--- src/rtl/cordic_ahb_pkg.sv ---
// Shared AHB-Lite encodings, CORDIC slave register map and master FSM states.
package cordic_ahb_pkg;

  localparam int unsigned ADDR_W = 32;
  localparam int unsigned DATA_W = 32;

  localparam logic [1:0] HTRANS_IDLE   = 2'b00;
  localparam logic [1:0] HTRANS_NONSEQ = 2'b10;

  localparam logic [2:0] HSIZE_BYTE    = 3'b000;
  localparam logic [2:0] HSIZE_HALF    = 3'b001;
  localparam logic [2:0] HSIZE_WORD    = 3'b010;
  localparam logic [2:0] HBURST_SINGLE = 3'b000;

  localparam logic [ADDR_W-1:0] CORDIC_STATUS_ADDR = 32'h4001_0000;
  localparam logic [ADDR_W-1:0] CORDIC_DATA_ADDR   = 32'h4001_0004;

  typedef enum logic [1:0] {
    ST_IDLE = 2'd0,
    ST_ADDR = 2'd1,
    ST_DATA = 2'd2
  } state_e;

  // Anything wider than a word is not supported on this 32-bit bus.
  function automatic logic [2:0] clamp_size(input logic [2:0] size);
    case (size)
      HSIZE_BYTE, HSIZE_HALF, HSIZE_WORD: clamp_size = size;
      default:                            clamp_size = HSIZE_WORD;
    endcase
  endfunction

endpackage

--- src/rtl/cordic_ahb_master.sv ---
// Single-outstanding AHB-Lite master: one write or (optionally polled) read
// per local command, with a registered one-cycle response.
module cordic_ahb_master
  import cordic_ahb_pkg::*;
#(
  parameter int unsigned POLL_MAX  = 16,
  parameter logic [3:0]  HPROT_VAL = 4'b0011
) (
  input  logic              HCLK,
  input  logic              HRESETn,
  input  logic              cmd_valid,
  output logic              cmd_ready,
  input  logic              cmd_write,
  input  logic              cmd_poll,
  input  logic [ADDR_W-1:0] cmd_addr,
  input  logic [2:0]        cmd_size,
  input  logic [DATA_W-1:0] cmd_wdata,
  output logic              rsp_valid,
  output logic [DATA_W-1:0] rsp_rdata,
  output logic              rsp_err,
  output logic [ADDR_W-1:0] HADDR,
  output logic [1:0]        HTRANS,
  output logic              HWRITE,
  output logic [2:0]        HSIZE,
  output logic [2:0]        HBURST,
  output logic              HMASTLOCK,
  output logic [3:0]        HPROT,
  output logic [DATA_W-1:0] HWDATA,
  input  logic              HREADY,
  input  logic              HRESP,
  input  logic [DATA_W-1:0] HRDATA
);

  localparam int unsigned CNT_W = $clog2(POLL_MAX + 1);

  state_e              state_q, state_d;
  logic [ADDR_W-1:0]   addr_q, addr_d;
  logic [DATA_W-1:0]   wdata_q, wdata_d;
  logic [2:0]          size_q, size_d;
  logic                write_q, write_d;
  logic                poll_q, poll_d;
  logic [CNT_W-1:0]    cnt_q, cnt_d;
  logic                rsp_valid_q, rsp_valid_d;
  logic                rsp_err_q, rsp_err_d;
  logic [DATA_W-1:0]   rsp_rdata_q, rsp_rdata_d;

  always_ff @(posedge HCLK) begin
    if (!HRESETn) begin
      state_q     <= ST_IDLE;
      addr_q      <= '0;
      wdata_q     <= '0;
      size_q      <= '0;
      write_q     <= 1'b0;
      poll_q      <= 1'b0;
      cnt_q       <= '0;
      rsp_valid_q <= 1'b0;
      rsp_err_q   <= 1'b0;
      rsp_rdata_q <= '0;
    end else begin
      state_q     <= state_d;
      addr_q      <= addr_d;
      wdata_q     <= wdata_d;
      size_q      <= size_d;
      write_q     <= write_d;
      poll_q      <= poll_d;
      cnt_q       <= cnt_d;
      rsp_valid_q <= rsp_valid_d;
      rsp_err_q   <= rsp_err_d;
      rsp_rdata_q <= rsp_rdata_d;
    end
  end

  always_comb begin
    state_d     = state_q;
    addr_d      = addr_q;
    wdata_d     = wdata_q;
    size_d      = size_q;
    write_d     = write_q;
    poll_d      = poll_q;
    cnt_d       = cnt_q;
    rsp_valid_d = 1'b0;
    rsp_err_d   = rsp_err_q;
    rsp_rdata_d = rsp_rdata_q;
    case (state_q)
      ST_IDLE: begin
        if (cmd_valid) begin
          addr_d  = cmd_addr;
          wdata_d = cmd_wdata;
          size_d  = clamp_size(cmd_size);
          write_d = cmd_write;
          poll_d  = cmd_poll & ~cmd_write;
          cnt_d   = '0;
          state_d = ST_ADDR;
        end
      end
      ST_ADDR: begin
        if (HREADY) state_d = ST_DATA;
      end
      ST_DATA: begin
        if (HREADY) begin
          // Resolve the completed data phase: finish, or re-issue a poll read.
          state_d     = ST_IDLE;
          rsp_valid_d = 1'b1;
          rsp_err_d   = HRESP;
          rsp_rdata_d = write_q ? '0 : HRDATA;
          if (!HRESP && poll_q && !HRDATA[0]) begin
            cnt_d = cnt_q + CNT_W'(1);
            if (cnt_q == CNT_W'(POLL_MAX - 1)) begin
              rsp_err_d = 1'b1;
            end else begin
              rsp_valid_d = 1'b0;
              state_d     = ST_ADDR;
            end
          end
        end
      end
      default: state_d = ST_IDLE;
    endcase
  end

  always_comb begin
    HTRANS    = HTRANS_IDLE;
    cmd_ready = 1'b0;
    case (state_q)
      ST_IDLE: cmd_ready = 1'b1;
      ST_ADDR: HTRANS    = HTRANS_NONSEQ;
      default: ;
    endcase
  end

  assign HADDR     = addr_q;
  assign HWRITE    = write_q;
  assign HSIZE     = size_q;
  assign HWDATA    = wdata_q;
  assign HBURST    = HBURST_SINGLE;
  assign HMASTLOCK = 1'b0;
  assign HPROT     = HPROT_VAL;
  assign rsp_valid = rsp_valid_q;
  assign rsp_err   = rsp_err_q;
  assign rsp_rdata = rsp_rdata_q;

endmodule

--- config.mk ---
export PLATFORM = sky130hd
export DESIGN_NAME = cordic_ahb_master
export DESIGN_NICKNAME = d
export VERILOG_FILES = /design/src/rtl/cordic_ahb_pkg.sv /design/src/rtl/cordic_ahb_master.sv
export SDC_FILE = /design/constraint.sdc
export NUM_CORES = 1
export LEC_CHECK = 0
export ABC_AREA = 1
export BUFFER_PORTS_ARGS = -buffer_cell sky130_fd_sc_hd__clkbuf_2
export CORE_ASPECT_RATIO = 0.9
export CORE_MARGIN = 2
export CORE_UTILIZATION = 35
export CTS_CLUSTER_DIAMETER = 40
export DETAILED_ROUTE_END_ITERATION = 10
export PLACE_DENSITY = 0.77
export SLEW_MARGIN = 15
export SYNTH_ARGS = -nofsm -noshare
export SYNTH_HDL_FRONTEND = slang
export SYNTH_SLANG_ARGS = --single-unit
--- constraint.sdc ---
create_clock -name HCLK -period 1.73 [get_ports HCLK]
set_clock_uncertainty 0.05 [all_clocks]
set_input_delay 0.346 -clock HCLK [delete_from_list [all_inputs] [get_ports HCLK]]
set_output_delay 0.346 -clock HCLK [all_outputs]
set_load 0.02 [all_outputs]
==> impl_metrics.csv <==
group,metric,value,unit
clocking,path_clk_slew,70,ps
timing,final.period_utilization,89.9,%
route,vias_per_cell,4.50,
power_and_ir_drop,p_total,6.01,mW
yosys,ys_types,20,
power_and_ir_drop,ir_worst_vdd,0.747,mV
hold_path,min-delay-path-class,"input pin to flop",
yosys,synth_area_leaders,"dfxtp_1 54%, nor2_1 14%, o21ai_0 12%",
hold_path,hold_depth,3,
floorplan,rows,37,
place,io_buffers,209,
yosys,synthSimpleGateAreaFrac,23.9,%
clocking,clockRootBuffer,"clkbuf_16",
layout,antenna_cells,0,
yosys,netlist_top_cells_count,"146 x nor2_1, 110 x dfxtp_1, 95 x o21ai_0",
yosys,yosysTopAreaCell,"dfxtp_1",
global_routing,grt_max_degree,72,
route,dr.pass1.iters,4,
global_routing,grt_pass1_wl,17400,um
clocking,ctsResizeCount,0,
clocking,cts.sinks,110,
yosys,ys.flop_type,"dfxtp_1",
setup_path,r2r_cells,7,
setup_path,start_kind,"flop",
yosys,synth_fa_ha_area_share,0.617,%
setup_path,worst_path_max_delay_cell,"dfxtp_1",
yosys,netlist_area,0.00406,mm^2
setup_path,cp.required,1330,ps
global_routing,overflow,0,
timing,drv_slew,0,
setup_path,path_buf_inv,2,
setup_path,setup.worst_path.class,"flop to primary output",
route,drtAntennaViolNets,0,
yosys,ys_seq_area_share,54.3,%
flow_run,max_cap_viol_count,0,
place,place.gp.congestion,0.786,
global_routing,antenna_found_initial,0,
timing,finalSetupViolCount,0,
floorplan,die_y,106,um
setup_path,max_stage_delay,340,ps
power_and_ir_drop,p_per_area,1090,mW/mm^2
clocking,cts_made_buffers,9,
yosys,synthArstFlopShare,0,%
yosys,synth_xor_area_share,0,%
floorplan,ios,219,
clocking,clk_path_buf_depth,2,
clocking,clock_latency,340,ps
floorplan,dieArea,0.0125,mm^2
yosys,yosysMostFrequentCell,"nor2_1",
yosys,synth_edf_count,0,
layout,fillers,1188,
setup_path,crit_path_end_kind,"primary output",
floorplan,fp.dieW,118,um
yosys,synthMuxAreaShare,0,%
yosys,synth_cells,527,
layout,syn_to_final_growth,35.7,%
timing,setup_tns,0,ps
route,wl_per_cell,12.2,um
setup_path,cp.depth,3,
route,via_count,3959,
timing,max_freq,643,MHz
setup_path,crit_family,"flip-flops",
timing,layout_min_cycle_time,1550,ps
place,dp_hpwl,7620,um
yosys,synth-compound-area-share,13.7,%
layout,fin_nets,828,
floorplan,design.core.area,0.0114,mm^2
layout,drive_above_1_share,32.7,%
power_and_ir_drop,p_leak,2.72,nW
global_routing,grt_usage,17.1,%
route,drtIter0Drc,204,
layout,seq_area,0.00220,mm^2
timing,hold_viol,0,
clocking,cts_hold_buf,0,
clocking,htree_levels,3,
setup_path,crit_chain,"inv_1 > nor2_1 > clkbuf_2",
global_routing,grt_pass1_vias,3632,
timing,rsz0062_at_grt,"false",
yosys,synth_top_family_by_area,"simple AND/OR/NAND/NOR gates",
yosys,yosysWarnings,0,
status,status,"finished, final reports clean",
layout,multi_input_area,0.00159,mm^2
yosys,syn_avg_cell_area,7.70,um^2
yosys,ys_ff_latch,110,
clocking,cts_tree,"done",
route,drc,0,
setup_path,crit_arrival,1160,ps
clocking,post_cts_buffers,0,
yosys,synth.top_cell.area_share,54.3,%
route,wl,10800,um
floorplan,start_util,35.6,%
setup_path,cp_max_fo,3,
## per-stage QoR
stage	std cells	hold WS [ps]	setup WS, ps	instance area [um^2]	util (%)
finish	880	191	176	5510	48.4
global route	880	185	97.5	5510	48.4
CTS	880	178	170	5510	48.4
detailed placement	865	395	260	5200	45.7
global placement	865	387	311	5200	45.7
floorplan	534	405	325	4090	-
## cell type report
class	instances	share of cell area [%]
sequential	110	40.0
multi-input combinational	363	28.8
timing repair buffer	218	20.9
clock buffer	11	4.23
tap	156	3.54
clock inverter	4	1.32
inverter	18	1.23
## metal layers
| layer | GRT usage [%] | vias to the layer above | part of all wire, % |
|---|---|---|---|
| li1 | - | 2065 | - |
| met1 | 20.6 | 1742 | 44 |
| met2 | 28.4 | 129 | 46 |
| met3 | 4.45 | 23 | 5.9 |
| met4 | 8.35 | 0 | 3.5 |
| met5 | 0 | - | 0 |
## report_power, final
group | total (mW) | internal (mW) | switching, mW
Clock | 2.14 | 1.26 | 0.884
Combinational | 1.05 | 0.372 | 0.677
Sequential | 2.82 | 2.72 | 0.0983
## cell families after synthesis
group,count (synthesis)
AOI/OAI and AO/OA,111
adders and majority gates,2
other,2
DFF,110
buffers and inverters,61
and+or+nand+nor,241
## worst paths after layout
check                                     to  slack [ps]       start
worst min register to register      HSIZE[2]         400    HSIZE[2]
worst min-delay path            rsp_rdata[3]         190   HRDATA[3]
worst max register to register      cnt_q[0]         260  state_q[1]
worst max-delay path               HTRANS[1]         180  state_q[0]
## sequential cells by signal (all words and copies together) (netlist names), 2 cells and up
name and count:
cnt_q 5, rsp_rdata 32, HADDR 32, state_q 2, HWDATA 32, HSIZE 3
## worst reg2reg max path, stage by stage, from the launching register on
cell and delay [ps]:
dfxtp_1 420, nor2_2 80, nand2_2 220, nand2_1 170, nand2_1 180, inv_1 90
nor2_1 100, nor2_1 50
## layout by cell type, fill, tap and decap left out
cell and count:
conb_1 9, inv_1 16, buf_2 1, inv_2 2, ha_1 2, bufinv_16 2, dfxtp_1 110, buf_4 6
nor2_2 1, nor2_1 146, buf_12 3, nand4_1 2, clkbuf_16 9, nand2_1 52, a21oi_1 8, clkinvlp_4 1
o21ai_0 95, nand2_2 2, clkinv_2 1, clkbuf_2 208, o21ai_1 7, a211oi_1 1, nand3_1 37, nand3_2 1
clkbuf_1 2
Power figures use the tool's default switching activity.
